<file path="src/rtl/sign_ext_if.sv">
// Immediate-extension bus: raw immediate and mode in, combinational and registered
// extended values out.
interface sign_ext_if #(
    parameter int unsigned IN_W  = 16,
    parameter int unsigned OUT_W = 32
);
    logic [IN_W-1:0]  data;
    logic [1:0]       ext_mode;
    logic             load;
    logic [OUT_W-1:0] outdata;
    logic [OUT_W-1:0] imm_out;
    logic [OUT_W-1:0] outdata_q;
    logic [OUT_W-1:0] imm_q;
    logic             valid_q;

    modport master (
        output data, ext_mode, load,
        input  outdata, imm_out, outdata_q, imm_q, valid_q
    );

    modport slave (
        input  data, ext_mode, load,
        output outdata, imm_out, outdata_q, imm_q, valid_q
    );
endinterface

</file>
<file path="src/rtl/sign_ext.sv">
// MIPS immediate-extension unit: combinational sign extension, a mode-selected
// immediate (sign/zero/LUI/word offset), and a load-enabled registered copy of both.
module sign_ext #(
    parameter int unsigned IN_W  = 16,
    parameter int unsigned OUT_W = 32
) (
    input  logic        clk,
    input  logic        rst_n,
    sign_ext_if.slave   bus
);
    localparam int unsigned EXT_W = OUT_W - IN_W;

    logic [OUT_W-1:0] sext_c;
    logic [OUT_W-1:0] imm_c;

    // Sign extension never touches clock or reset so it stays valid during reset.
    assign sext_c = {{EXT_W{bus.data[IN_W-1]}}, bus.data};

    always_comb begin
        imm_c = sext_c;
        case (bus.ext_mode)
            2'b00:   imm_c = sext_c;
            2'b01:   imm_c = {{EXT_W{1'b0}}, bus.data};
            2'b10:   imm_c = {bus.data, {EXT_W{1'b0}}};
            2'b11:   imm_c = {sext_c[OUT_W-3:0], 2'b00};
            default: imm_c = sext_c;
        endcase
    end

    assign bus.outdata = sext_c;
    assign bus.imm_out = imm_c;

    // Capture register; valid sticks high once loaded until the next reset.
    always_ff @(posedge clk or negedge rst_n) begin
        if (!rst_n) begin
            bus.outdata_q <= '0;
            bus.imm_q     <= '0;
            bus.valid_q   <= 1'b0;
        end else if (bus.load) begin
            bus.outdata_q <= sext_c;
            bus.imm_q     <= imm_c;
            bus.valid_q   <= 1'b1;
        end
    end
endmodule

</file>
<file path="src/flat_wrapper.sv">
// flat-port wrapper written by rule: the top's interface ports become plain ports
module sign_ext_flat 
#(
    parameter int unsigned IN_W  = 16,
    parameter int unsigned OUT_W = 32
)
  (clk, rst_n, bus_data, bus_ext_mode, bus_load, bus_outdata, bus_imm_out, bus_outdata_q, bus_imm_q, bus_valid_q);
  sign_ext_if #(.IN_W(IN_W), .OUT_W(OUT_W)) bus_i ();
  input  logic clk;
  input  logic rst_n;
  input wire logic [$bits(bus_i.data)-1:0] bus_data;
  input wire logic [$bits(bus_i.ext_mode)-1:0] bus_ext_mode;
  input wire logic [$bits(bus_i.load)-1:0] bus_load;
  output wire logic [$bits(bus_i.outdata)-1:0] bus_outdata;
  output wire logic [$bits(bus_i.imm_out)-1:0] bus_imm_out;
  output wire logic [$bits(bus_i.outdata_q)-1:0] bus_outdata_q;
  output wire logic [$bits(bus_i.imm_q)-1:0] bus_imm_q;
  output wire logic [$bits(bus_i.valid_q)-1:0] bus_valid_q;
  assign bus_i.data = bus_data;
  assign bus_i.ext_mode = bus_ext_mode;
  assign bus_i.load = bus_load;
  assign bus_outdata = bus_i.outdata;
  assign bus_imm_out = bus_i.imm_out;
  assign bus_outdata_q = bus_i.outdata_q;
  assign bus_imm_q = bus_i.imm_q;
  assign bus_valid_q = bus_i.valid_q;
  sign_ext #(.IN_W(IN_W), .OUT_W(OUT_W)) u_core (.clk(clk), .rst_n(rst_n), .bus(bus_i));
endmodule
</file>
<file path="config.mk">
export PLATFORM = sky130hd
export DESIGN_NAME = sign_ext_flat
export DESIGN_NICKNAME = d
export VERILOG_FILES = /design/src/rtl/sign_ext_if.sv /design/src/rtl/sign_ext.sv /design/src/flat_wrapper.sv
export SDC_FILE = /design/constraint.sdc
export NUM_CORES = 1
export LEC_CHECK = 0
export ABC_AREA = 1
export BUFFER_PORTS_ARGS = -buffer_cell sky130_fd_sc_hd__buf_2
export CORE_ASPECT_RATIO = 1.1
export CORE_MARGIN = 2
export CORE_UTILIZATION = 45
export CTS_CLUSTER_SIZE = 30
export DETAILED_ROUTE_END_ITERATION = 10
export GPL_TIMING_DRIVEN = 0
export HOLD_SLACK_MARGIN = 0.08
export PLACE_DENSITY_LB_ADDON = 0.05
export SLEW_MARGIN = 20
export SYNTH_ARGS = -nofsm -noshare
export SYNTH_HDL_FRONTEND = slang
export SYNTH_SLANG_ARGS = --single-unit
</file>
<file path="constraint.sdc">
create_clock -name clk -period 1.7 [get_ports clk]
set_clock_uncertainty 0.2 [all_clocks]
set_input_delay 0.255 -clock clk [delete_from_list [all_inputs] [get_ports clk]]
set_output_delay 0.255 -clock clk [all_outputs]
set_load 0.05 [all_outputs]
</file>
=== Yosys cells after proc, flatten, opt, wreduce, memory -nomap -nowiden ===
Index checks and enable logic that the tools add are counted.
Widths: inputs -> output; s select.

* Flip-flop bits (word level): 49
* Input bits: 21
* Output and inout bits: 129
* Word-level logic and storage cells: 8

* Equality and inequality tests: 3
* Mux-type cells: 1
* Reductions and logical operators: 1

{| class="wikitable"
|+ Operator list
! operator !! count
|-
| $pmux 32 s4 || 1
|-
| $eq 2x2->1 const B || 2
|-
| $eq 2x1->1 const B || 1
|-
| $logic_not 2->1 || 1
|}

=== Longest topological paths before layout ===
* Word-level depth: 2
* Gate-level depth with buffers: 7
* Gate-level depth less buffers: 5

=== Least setup slack after synthesis ===
Ideal clock, no wire load.

* Path type: input port to flip-flop
* From: input bus_ext_mode[1]
* To: register u_core.bus.imm_q[4]
* Arrival: 1868 ps
* Data required time: 1430 ps
* Setup slack: -438 ps
* Stages: 5
* Path through: buf_6 -> buf_2 -> o21ai_0 -> nand2_1 -> nand2_1

* Word-level cells in the longest chain between the ends: 2
* Elaborated cells on any way between the ends: 5
* Those cells by class: eq/ne (3); mux (1); reduce/logical (1)

{| class="wikitable"
|+ RTL lines
! element !! RTL line !! RTL
|-
| start: declaration || flat_wrapper.sv:12 || <nowiki>input wire logic [$bits(bus_i.ext_mode)-1:0] bus_ext_mode;</nowiki>
|-
| $eq 2x2->1, or another cell as far along || sign_ext.sv:21 || <nowiki>case (bus.ext_mode)</nowiki>
|-
| $pmux 32 s4 * || sign_ext.sv:21 ||
|-
| net bus_imm_out[4] || flat_wrapper.sv:15 || <nowiki>output wire logic [$bits(bus_i.imm_out)-1:0] bus_imm_out;</nowiki>
|-
| end signal: assignment || sign_ext.sv:41 || <nowiki>bus.imm_q <= imm_c;</nowiki>
|-
| end: declaration || sign_ext_if.sv:23 || <nowiki>output outdata, imm_out, outdata_q, imm_q, valid_q</nowiki>
|}

Mark *: on every way through the listed nets, which the timed path passes. The rest lies on a longest branch.
A chain may end at the register's enable or synchronous reset.

=== Worst setup path in the final report ===
* From: register, netlist name u_core.bus.outdata_q[15]
* To: output bus_outdata_q[20]

{| class="wikitable"
|+ RTL lines
! element !! RTL line !! RTL
|-
| end: declaration || flat_wrapper.sv:16 || <nowiki>output wire logic [$bits(bus_i.outdata_q)-1:0] bus_outdata_q;</nowiki>
|}

No word-level cell between the ends.

==> impl_summary.log <==
INFO  metric clock_insertion_delay_worst_skew = between 300 and 400 ps
INFO  metric crit_fanout = 18
INFO  metric worstSetupStartpoint = u_core.bus.outdata_q[15]
INFO  metric worst-endpoint-arrival = around 1200 ps
INFO  metric core_area = roughly 0.0057 mm²
INFO  metric syn-mean-instance-area = 7.86 µm²
INFO  metric cts_tree = yes
INFO  metric post_synth_main_area_contributors = dfrtp_1 47%, nand2_1 19%, buf_4 14%
INFO  metric syn_nets = around 350
INFO  metric timing.critical_path.to_type = primary output
INFO  metric power_leakage = 2.26 nW
INFO  metric synth_warnings = 0
INFO  metric outcome = completed
INFO  metric cpMaxStageDelayCell = dfrtp_2
INFO  metric synth.distinct_cells = 16
INFO  metric max_cap_violations = 0
INFO  metric route.detailed.drc = 0
INFO  metric grt_util_all_layers = 0.241
INFO  metric critical_path.max_stage_delay = ~530 ps
INFO  metric clockRootBuffer = clkbuf_8
INFO  metric top_level_ports = 150
INFO  metric final_cell_count_no_fill = just under 600
INFO  metric report.final.hold_viol_count = 0
INFO  metric fp-row-count = 29
INFO  metric post_dp_cell_area = roughly 0.0035 mm²
INFO  metric worst_ep_required_time = 1240 ps
INFO  metric power.ir.vdd_worst = around 0.00059 V
INFO  metric drv_slew = 0
INFO  metric die_area = roughly 0.0064 mm²
INFO  metric place.detailed.hpwl = 5690 µm
INFO  metric ant_nets = 0
INFO  metric antenna_found_initial = 0
INFO  metric worst_setup_path_start_kind = flop
INFO  metric origin_of_the_worst_min_delay_path = bus_data[11]
INFO  metric grt_setup_unrepaired = no
INFO  metric path_buf_inv = 2
INFO  metric period_share = 0.960
INFO  metric global_route_wire_length_before_repair = between 10000 and 15000 µm
INFO  metric htree_levels = 2
INFO  metric numClockSinks = a little under 50
INFO  metric timing_worst_setup_path_type = flop to primary output
INFO  metric worst_slew_margin = 0.663
INFO  metric numPortBuffers = about 150
INFO  metric dp_cells = roughly 560
INFO  metric drive_gt1_frac = 0.449
INFO  metric p_per_area = between 1000 and 1500 mW/mm²
INFO  metric route.detailed.wl_per_inst = 13.1 µm
INFO  metric routability_congestion_estimate_from_global_placement = 0.833
INFO  metric dieHeight = 83.6 µm
INFO  metric area_of_the_mapped_netlist = between 0.002 and 0.003 mm²
INFO  metric timing.setup.tns = 0 ps
INFO  metric globalRouteOverflowTotal = 0
INFO  metric clk_transition_reported_paths = about 90 ps
INFO  metric crit_path_frequent_cell = buf_4
INFO  metric layout_commonest_cell = nand2_1
INFO  metric syn2layout_area_growth = 47.5%
INFO  metric detail_route.vias_per_cell = ~4.7
INFO  metric yosys_top_cell_area_share = 0.473
INFO  metric fin_crit = approximately 1600 ps
INFO  metric fillerInstances = between 500 and 600
INFO  metric first_global_vias = 2544
INFO  metric achievable-frequency = just over 600 MHz
INFO  metric cts_made_buffers = 5
INFO  metric slew_at_the_pin_closest_to_its_max_slew_limit = between 500 and 600 ps
INFO  metric crit_path_max_delay_family = flip-flops
INFO  metric drt_first_iter_violations = 182
INFO  metric finalWirelength = approximately 7600 µm
INFO  metric seq_area_frac_synth = 0.473
INFO  metric final_cell_mix = 133 x nand2_1, 127 x buf_2, 74 x buf_4, 48 x dfrtp_1, 38 x nand3_1
INFO  metric insertedDiodeCount = 0
INFO  metric postCtsSetupBuffers = 0
INFO  metric pin_count_of_the_biggest_net_entering_global_routing = 30
INFO  metric total_power = roughly 3.9 mW
INFO  metric post_synth_inst_count = 330
INFO  metric routed-via-count = between 2k and 3k
INFO  metric nets_final = 523
INFO  metric critical_path_cell_list = buf_4, buf_4
INFO  metric min_path_type = input port to flop
INFO  metric r2r-start = u_core.bus.outdata_q[15]
INFO  metric ys_ff_latch = 49
INFO  metric synth_area_leader_cell = dfrtp_1
INFO  metric layout.cell_area.non_filler = 0.00382 mm²
INFO  metric drt_pass1_iterations = 4
INFO  metric finalSetupViolCount = 0
INFO  metric dieWidth = about 76 µm
INFO  metric clk_path_buf_depth = 2
INFO  metric start_util = 0.458
logic make-up after synthesis:
kind of cell    synth area share
flops                      0.473
buf+inv                    0.190
simple gates               0.295
compound gates            0.0420
metrics by stage:
stage               utilization  worst slack [ps]  hold WS, ps
finish                    0.676              67.6         84.8
global route              0.676             0.187         91.1
CTS                       0.667             0.321         83.2
detailed placement        0.610              -254         43.6
global placement          0.606              -207          245
floorplan                     -              -333         -241
worst register-to-register path: cells and delay by family, from the launching register on:
kind / cells / cell delay (ps)
and+or+nand+nor: 2 / 150
DFF: 1 / 520
report_power, final:
| part | switching [mW] | internal [mW] |
|---|---|---|
| Sequential | 0.0651 | 1.28 |
| Combinational | 1.25 | 0.426 |
| Clock | 0.404 | 0.441 |
| Total | 1.72 | 2.14 |
synth_stat cells:
cell      number
nand3_2        2
buf_4         49
dfrtp_1       49
or2_2          1
buf_2         10
inv_1          7
a31oi_1        7
nand2_1      133
clkbuf_1       5
buf_1          1
nand2_2        1
buf_6          2
nor2_1        10
o21ai_0       13
inv_2          1
nand3_1       39
repair_timing:
item                                    CTS  global route
hold endpoints to repair                 34             1
gates resized for setup                  20            16
hold buffers                             16             1
endpoints found under the setup margin   33            18
cell type report:
type	count	area [µm²]	area share
plain buffers	67	465	0.122
clock buffers	5	68.8	0.0180
clock inverters	3	43.8	0.0115
inverters	8	30.0	0.00785
multi-input cells	206	886	0.232
flip-flops and latches	49	1230	0.321
well taps	77	96.3	0.0252
repair buffers	165	1010	0.263
routing by layer:
layer / part of all wire / GRT usage / vias up
li1: - / - / 1341
met1: 0.42 / 0.310 / 1235
met2: 0.49 / 0.414 / 115
met3: 0.074 / 0.0498 / 8
met4: 0.011 / 0.0678 / 0
met5: 0 / 0 / -
worst paths after layout:
kind                                                 end  slack (ps)  cells past startpoint
worst max-delay path                   bus_outdata_q[20]          70                      2
worst min register to register   u_core.bus.outdata_q[7]         270                      2
worst min-delay path                u_core.bus.imm_q[11]          80                      3
max in group asynchronous           u_core.bus.imm_q[23]         530                      3
worst max register to register  u_core.bus.outdata_q[15]         730                      2
min in group asynchronous        u_core.bus.outdata_q[3]         240                      2
flip-flops by register name, indices dropped and copies added (netlist names):
signal and cells:
u_core.bus.imm_q 32, u_core.bus.valid_q 1, u_core.bus.outdata_q 16
Power figures use the tool's default switching activity.
